File: config.mk
export PLATFORM = sky130hd
export DESIGN_NAME = vga_timing_flat
export DESIGN_NICKNAME = d
export VERILOG_FILES = /design/src/rtl/vga_timing_pkg.sv /design/src/rtl/vga_timing_if.sv /design/src/rtl/vga_axis_counter.sv /design/src/rtl/vga_timing.sv /design/src/flat_wrapper.sv
export SDC_FILE = /design/constraint.sdc
export NUM_CORES = 1
export LEC_CHECK = 0
export CORE_ASPECT_RATIO = 1.75
export CORE_UTILIZATION = 49
export CTS_BUF_LIST = sky130_fd_sc_hd__clkbuf_4 sky130_fd_sc_hd__clkbuf_8
export DETAILED_ROUTE_END_ITERATION = 7
export PLACE_DENSITY = 0.77
export REMOVE_ABC_BUFFERS = 1
export SYNTH_ARGS = -nofsm -noshare
export SYNTH_HDL_FRONTEND = slang
export SYNTH_SLANG_ARGS = --single-unit
File: constraint.sdc
create_clock -name clock -period 1.9 [get_ports clock]
set_input_delay 0.38 -clock clock [delete_from_list [all_inputs] [get_ports clock]]
set_output_delay 0.38 -clock clock [all_outputs]
set_load 0.005 [all_outputs]
File: src/rtl/vga_timing_pkg.sv
// vga_timing_pkg: shared raster timing types, 640x480@60 defaults and the axis total helper
package vga_timing_pkg;
  typedef struct packed {
    logic [9:0] active;
    logic [9:0] fp;
    logic [9:0] sync;
    logic [9:0] bp;
  } timing_t;
  localparam timing_t H_640 = '{active: 10'd640, fp: 10'd16, sync: 10'd96, bp: 10'd48};
  localparam timing_t V_640 = '{active: 10'd480, fp: 10'd10, sync: 10'd2, bp: 10'd33};
  function automatic int total(timing_t t);
    return int'(t.active) + int'(t.fp) + int'(t.sync) + int'(t.bp);
  endfunction
  localparam int H_TOTAL = total(H_640);
  localparam int V_TOTAL = total(V_640);
endpackage

File: src/rtl/vga_timing_if.sv
// vga_timing_if: raster outputs (hcount, vcount, hsync, vsync, active, line_start, frame_start; fetch, fetch_x, fetch_y with VGA_PREFETCH_EN), master drives, slave reads
interface vga_timing_if;
  logic [9:0] hcount;
  logic [9:0] vcount;
  logic       hsync;
  logic       vsync;
  logic       active;
  logic       line_start;
  logic       frame_start;
`ifdef VGA_PREFETCH_EN
  logic       fetch;
  logic [9:0] fetch_x;
  logic [9:0] fetch_y;
  modport master(output hcount, vcount, hsync, vsync, active, line_start, frame_start, fetch, fetch_x, fetch_y);
  modport slave(input hcount, vcount, hsync, vsync, active, line_start, frame_start, fetch, fetch_x, fetch_y);
`else
  modport master(output hcount, vcount, hsync, vsync, active, line_start, frame_start);
  modport slave(input hcount, vcount, hsync, vsync, active, line_start, frame_start);
`endif
endinterface

File: src/rtl/vga_axis_counter.sv
// vga_axis_counter: one raster axis; clock, reset_n, run (0 clears), load (jump to START), step (advance/wrap) in; count, nxt, wrap, in_sync/in_act (phase of nxt) out
module vga_axis_counter
  import vga_timing_pkg::*;
#(
  parameter timing_t    T     = H_640,
  parameter logic [9:0] START = 10'd0
) (
  input  logic       clock,
  input  logic       reset_n,
  input  logic       run,
  input  logic       load,
  input  logic       step,
  output logic [9:0] count,
  output logic [9:0] nxt,
  output logic       wrap,
  output logic       in_sync,
  output logic       in_act
);
  localparam logic [9:0] LAST    = 10'(total(T) - 1);
  localparam logic [9:0] SYNC_LO = T.active + T.fp;
  localparam logic [9:0] SYNC_HI = SYNC_LO + T.sync;
  always_comb begin
    wrap    = count == LAST;
    nxt     = load ? START : step ? (wrap ? 10'd0 : count + 10'd1) : count;
    in_sync = nxt >= SYNC_LO && nxt < SYNC_HI;
    in_act  = nxt < T.active;
  end
  always_ff @(posedge clock) begin
    if (!reset_n || !run) count <= 10'd0;
    else count <= nxt;
  end
endmodule

File: src/rtl/vga_timing.sv
// vga_timing: 640x480@60 raster generator; clock, reset_n (sync, active low), locked in; v (vga_timing_if.master) out; VGA_PREFETCH_EN adds fetch/fetch_x/fetch_y
module vga_timing
  import vga_timing_pkg::*;
#(
  parameter timing_t H         = H_640,
  parameter timing_t V         = V_640,
  parameter logic    HSYNC_POL = 1'b0,
  parameter logic    VSYNC_POL = 1'b0,
  parameter int      PREFETCH  = 2
) (
  input logic          clock,
  input logic          reset_n,
  input logic          locked,
  vga_timing_if.master v
);
  if (total(H) > 1024 || total(V) > 1024) begin : g_bad_total
    $error("vga_timing: H_TOTAL or V_TOTAL exceeds 1024");
  end
  if (PREFETCH < 1 || PREFETCH > int'(H.fp) + int'(H.sync) + int'(H.bp)) begin : g_bad_prefetch
    $error("vga_timing: PREFETCH outside 1..horizontal blanking");
  end
  logic       run, live, go, load, unused_ok;
  logic [9:0] h_count, v_count, h_nxt, v_nxt;
  logic       h_wrap, v_wrap, h_sync, v_sync, h_act, v_act;
  assign go   = reset_n && locked && run;
  assign load = go && !live;
  always_ff @(posedge clock) begin
    if (!reset_n) begin
      run  <= 1'b0;
      live <= 1'b0;
    end else begin
      run  <= locked;
      live <= go;
    end
  end
  vga_axis_counter #(.T(H), .START(10'd0)) u_h (
    .clock(clock), .reset_n(reset_n), .run(go), .load(load), .step(live),
    .count(h_count), .nxt(h_nxt), .wrap(h_wrap), .in_sync(h_sync), .in_act(h_act)
  );
  vga_axis_counter #(.T(V), .START(10'd0)) u_v (
    .clock(clock), .reset_n(reset_n), .run(go), .load(load), .step(live && h_wrap),
    .count(v_count), .nxt(v_nxt), .wrap(v_wrap), .in_sync(v_sync), .in_act(v_act)
  );
  assign v.hcount = h_count;
  assign v.vcount = v_count;
  always_ff @(posedge clock) begin
    if (!reset_n || !go) begin
      v.hsync       <= ~HSYNC_POL;
      v.vsync       <= ~VSYNC_POL;
      v.active      <= 1'b0;
      v.line_start  <= 1'b0;
      v.frame_start <= 1'b0;
    end else begin
      v.hsync       <= h_sync ? HSYNC_POL : ~HSYNC_POL;
      v.vsync       <= v_sync ? VSYNC_POL : ~VSYNC_POL;
      v.active      <= h_act && v_act;
      v.line_start  <= h_nxt == 10'd0;
      v.frame_start <= h_nxt == 10'd0 && v_nxt == 10'd0;
    end
  end
`ifdef VGA_PREFETCH_EN
  logic [9:0] fh_count, fv_count, fh_nxt, fv_nxt;
  logic       fh_wrap, fv_wrap, fh_sync, fv_sync, fh_act, fv_act;
  vga_axis_counter #(.T(H), .START(10'(PREFETCH))) u_fh (
    .clock(clock), .reset_n(reset_n), .run(go), .load(load), .step(live),
    .count(fh_count), .nxt(fh_nxt), .wrap(fh_wrap), .in_sync(fh_sync), .in_act(fh_act)
  );
  vga_axis_counter #(.T(V), .START(10'd0)) u_fv (
    .clock(clock), .reset_n(reset_n), .run(go), .load(load), .step(live && fh_wrap),
    .count(fv_count), .nxt(fv_nxt), .wrap(fv_wrap), .in_sync(fv_sync), .in_act(fv_act)
  );
  assign v.fetch_x = fh_count;
  assign v.fetch_y = fv_count;
  always_ff @(posedge clock) begin
    if (!reset_n || !go) v.fetch <= 1'b0;
    else v.fetch <= fh_act && fv_act;
  end
  assign unused_ok = ^{v_wrap, fh_nxt, fv_nxt, fv_wrap, fh_sync, fv_sync};
`else
  assign unused_ok = v_wrap;
`endif
endmodule

File: src/flat_wrapper.sv
// flat-port wrapper written by rule: the top's interface ports become plain ports
module vga_timing_flat import vga_timing_pkg::*;
#(
  parameter timing_t H         = H_640,
  parameter timing_t V         = V_640,
  parameter logic    HSYNC_POL = 1'b0,
  parameter logic    VSYNC_POL = 1'b0,
  parameter int      PREFETCH  = 2
)
  (clock, reset_n, locked, v_hcount, v_vcount, v_hsync, v_vsync, v_active, v_line_start, v_frame_start);
  vga_timing_if v_i ();
  input logic clock;
  input logic reset_n;
  input logic locked;
  output wire logic [$bits(v_i.hcount)-1:0] v_hcount;
  output wire logic [$bits(v_i.vcount)-1:0] v_vcount;
  output wire logic [$bits(v_i.hsync)-1:0] v_hsync;
  output wire logic [$bits(v_i.vsync)-1:0] v_vsync;
  output wire logic [$bits(v_i.active)-1:0] v_active;
  output wire logic [$bits(v_i.line_start)-1:0] v_line_start;
  output wire logic [$bits(v_i.frame_start)-1:0] v_frame_start;
  assign v_hcount = v_i.hcount;
  assign v_vcount = v_i.vcount;
  assign v_hsync = v_i.hsync;
  assign v_vsync = v_i.vsync;
  assign v_active = v_i.active;
  assign v_line_start = v_i.line_start;
  assign v_frame_start = v_i.frame_start;
  vga_timing #(.H(H), .V(V), .HSYNC_POL(HSYNC_POL), .VSYNC_POL(VSYNC_POL), .PREFETCH(PREFETCH)) u_core (.clock(clock), .reset_n(reset_n), .locked(locked), .v(v_i));
endmodule
==> metrics.md <==
| Metric | Value |
|---|---|
| Worst R2R Setup Slack | `-70 ps` |
| HP Class | `flip-flop to flip-flop` |
| Failing checks | `negative setup slack` |
| Top cells by area, synth | `dfxtp_1 (33%), nor2_1 (5.5%), nor3_1 (4.0%)` |
| Die ar. | `0.00361 sq mm` |
| CP Max Fanout | `9` |
| Syn avg cell area | `about 8.4 sq um` |
| Fin nets | `301` |
| Most frequent cells in the layout | `buf_4 (73), clkdlybuf4s50_1 (27), nor2_1 (23)` |
| Die height | `78.7 microns` |
| FF-to-FF Start | `u_core.u_v.count[0]` |
| WHS Path Cells | `3` |
| Clk root buf | `clkbuf_8` |
| Final Hold Viols | `0` |
| VDD IR max | `between 0.0002 and 0.0003 V` |
| PortBufs | `27` |
| Cells after DPL | `around 320` |
| Vias in the first global route | `2094` |
| Post-synth EDFFs | `0` |
| DPL Wire Length | `4.56 mm` |
| Rel. slew slack | `0.769` |
| Slew Viols, Final | `0` |
| Status | `finished, violations left` |
| Delay-heaviest family, CP | `simple AND/OR/NAND/NOR gates` |
| PnR worst setup slack | `-69.7 ps` |
| Global Route Usage Sum | `0.368` |
| Power Density | `347 mW/mm^2` |
| Critical path required time | `2060 ps` |
| RSZ-0062 raised after global routing | `yes` |
| Htree depth | `1` |
| Startpoint types | `flip-flop` |
| Main synth FF type | `dfxtp_1` |
| Critical path capture point type | `flip-flop` |
| Largest net degree at the start of global routing | `16` |
| WP buf/inv | `1` |
| Placed inst area | `0.00242 sq mm` |
| Post-Synthesis Cells | `197` |
| Critical-path top delay cell | `dfxtp_4` |
| Row cnt | `27` |
| Fraction of final layout cells with drive strength greater than 1 | `0.422` |
| Min cycle time layout | `1970 ps` |
| First-pass GRT wire length | `9.60 mm` |
| Crit path largest cell delay | `390 ps` |
| Max-cap viol count | `0` |
| Clock transition at path regs | `100 ps` |
| Final std cells w/o fill | `337` |
| Post-synthesis sequential area ratio | `0.328` |
| Worst-Margin Slew | `343 ps` |
| Commonest non-fill, non-tap cell in the layout | `buf_4` |
| Worst skew pair latency | `approximately 280 ps` |
| Die Width | `roughly 46 microns` |
| Ys Warns | `0` |
| Fmax | `between 0.5 and 0.6 GHz` |
| Post-synth top area cell | `dfxtp_1` |
| #FFs+latches synth | `27` |
| Remaining DRCs | `0` |
| Synth top area share | `0.328` |
| Synthesized cell area | `0.00165 sq mm` |
| Post-synth cell types | `between 50 and 60` |
| Routed wire per std cell | `20.0 microns` |
| Cts-stage hold buffer count | `0` |
| Initial drt markers | `roughly 100` |
| GP Congestion | `0.961` |
| Max Buffers Root-to-Sink | `2` |
| Congestion Overflow GR | `0` |
| Initial Util | `0.519` |
| Async S/R FF share, synth | `0` |
| Clk sinks | `27` |
| First-pass detailed-route iteration total | `5` |
| Post-DRT Antenna Nets | `0` |
| Io pins | `28` |
| Number of buffers created by CTS | `3` |
| Final period util | `1.04` |
| Setup Skew | `6.65 ps` |
| WP data arrival | `2130 ps` |
| Antenna fix cells | `0` |
| Core area | `0.00318 sq mm` |
| Critical setup path kind | `flip-flop to flip-flop` |
| Vias per std cell | `6.25` |
| Fin area | `0.00272 sq mm` |
| Static Leak | `1.05 nW` |
| P&R area growth vs syn | `65.0%` |
| Total power after layout | `around 940 uW` |
| Initial antenna violation count | `0` |
| Hold Slack | `approximately 620 ps` |
| Worst Reg2Reg Path Length in Cells | `7` |
| Worst-path cell chain | `inv_1 -> ha_1 -> and4bb_4 -> a311oi_1 -> o22ai_2 -> nor4_2 -> nand4_1` |
| CTS tree | `yes` |
| WL final | `6.74 mm` |
| Vias | `between 2000 and 2500` |
| WHS Endpoint | `u_core.u_v.count[8]` |
| R2r endpoint | `u_core.v.vsync` |
| Hold Crit Start | `u_core.run` |
| Final setup vio count | `3` |
Yosys cell counts, types with 2 or more instances:
cell	instances
a311o_1	2
clkbuf_1	2
buf_4	2
ha_1	3
nor2_1	24
inv_1	6
o311a_1	2
dfxtp_1	27
o21ai_0	3
nand2_1	12
nor4_1	5
a41o_1	2
or3_1	2
buf_2	6
o32ai_1	2
a31oi_1	2
xor2_1	3
nand4_1	6
a21oi_1	5
o21ai_1	3
and4_1	5
nand3_1	11
and3_1	6
o211ai_1	3
and2_1	4
nor3_1	13
xnor2_1	6
cells by family after synthesis:
family / Yosys count / share of synthesized area
xor+xnor: 9 / 0.0479
mux: 1 / 0.00608
flops: 27 / 0.328
simple gates: 101 / 0.366
buf+inv: 19 / 0.0570
fa+ha+maj: 3 / 0.0228
compound gates: 37 / 0.172
worst reg2reg max path: stages (launching register included):
cell and delay (ps):
dfxtp_4 390, inv_1 80, ha_1 210, and4bb_4 260, a311oi_1 340, o22ai_2 180
nor4_2 300, nand4_1 110
sequential cells by signal, indices dropped and copies added (netlist names):
name / count
u_core.v.hsync: 1
u_core.v.line_start: 1
u_core.v.active: 1
u_core.u_v.count: 10
u_core.u_h.count: 10
u_core.live: 1
u_core.v.vsync: 1
u_core.run: 1
u_core.v.frame_start: 1
cell type report:
| type | count | area (sq um) |
|---|---|---|
| multi-input cells | 151 | 1150 |
| repair buffers | 105 | 875 |
| flip-flops and latches | 27 | 561 |
| fillers | 214 | 459 |
| well taps | 43 | 53.8 |
| clock buffers | 3 | 41.3 |
| inverters | 7 | 26.3 |
| clock inverters | 1 | 5.00 |
report_power, final:
group          total, mW  internal (mW)  switching (mW)
clock              0.333          0.147           0.186
combinational     0.0422         0.0209          0.0213
sequential         0.567          0.564         0.00224
total              0.942          0.733           0.209
stage by stage:
step	utilization	setup WS (ps)	TNS [ps]
final	0.855	-69.7	-173
after global routing	0.855	-160	-510
after CTS	0.820	0.0726	0
after detailed placement	0.762	-312	-1910
after global placement	0.762	-314	-1600
after floorplan	-	-221	-593
timing repair:
| item | in CTS | in global routing |
|---|---|---|
| endpoints found under the setup margin | 4 | 7 |
| setup buffers | 7 | 3 |
| pin swaps | 15 | 15 |
| resized for setup | 28 | 22 |
per-layer routing:
metal  GRT usage  share of wire  vias up
li1            -              -      936
met1       0.334           0.31      968
met2       0.660           0.54      138
met3      0.0621          0.059       63
met4       0.291          0.089        0
met5           0              0        -
how the worst max path moves through the flow:
stage / slack (ps) / startpoint / to / cells after the start
after global placement: -310 / reset_n / u_core.v.frame_start / 8
after floorplan: -220 / u_core.u_h.count[0] / u_core.v.vsync / 7
after detailed placement: -310 / reset_n / u_core.v.frame_start / 8
final: -70 / u_core.u_v.count[0] / u_core.v.vsync / 7
after CTS: 0.07 / u_core.u_h.count[5] / u_core.v.frame_start / 7
after global routing: -160 / u_core.u_v.count[0] / u_core.v.frame_start / 8
Note: power is estimated with default switching activity, not from simulation.
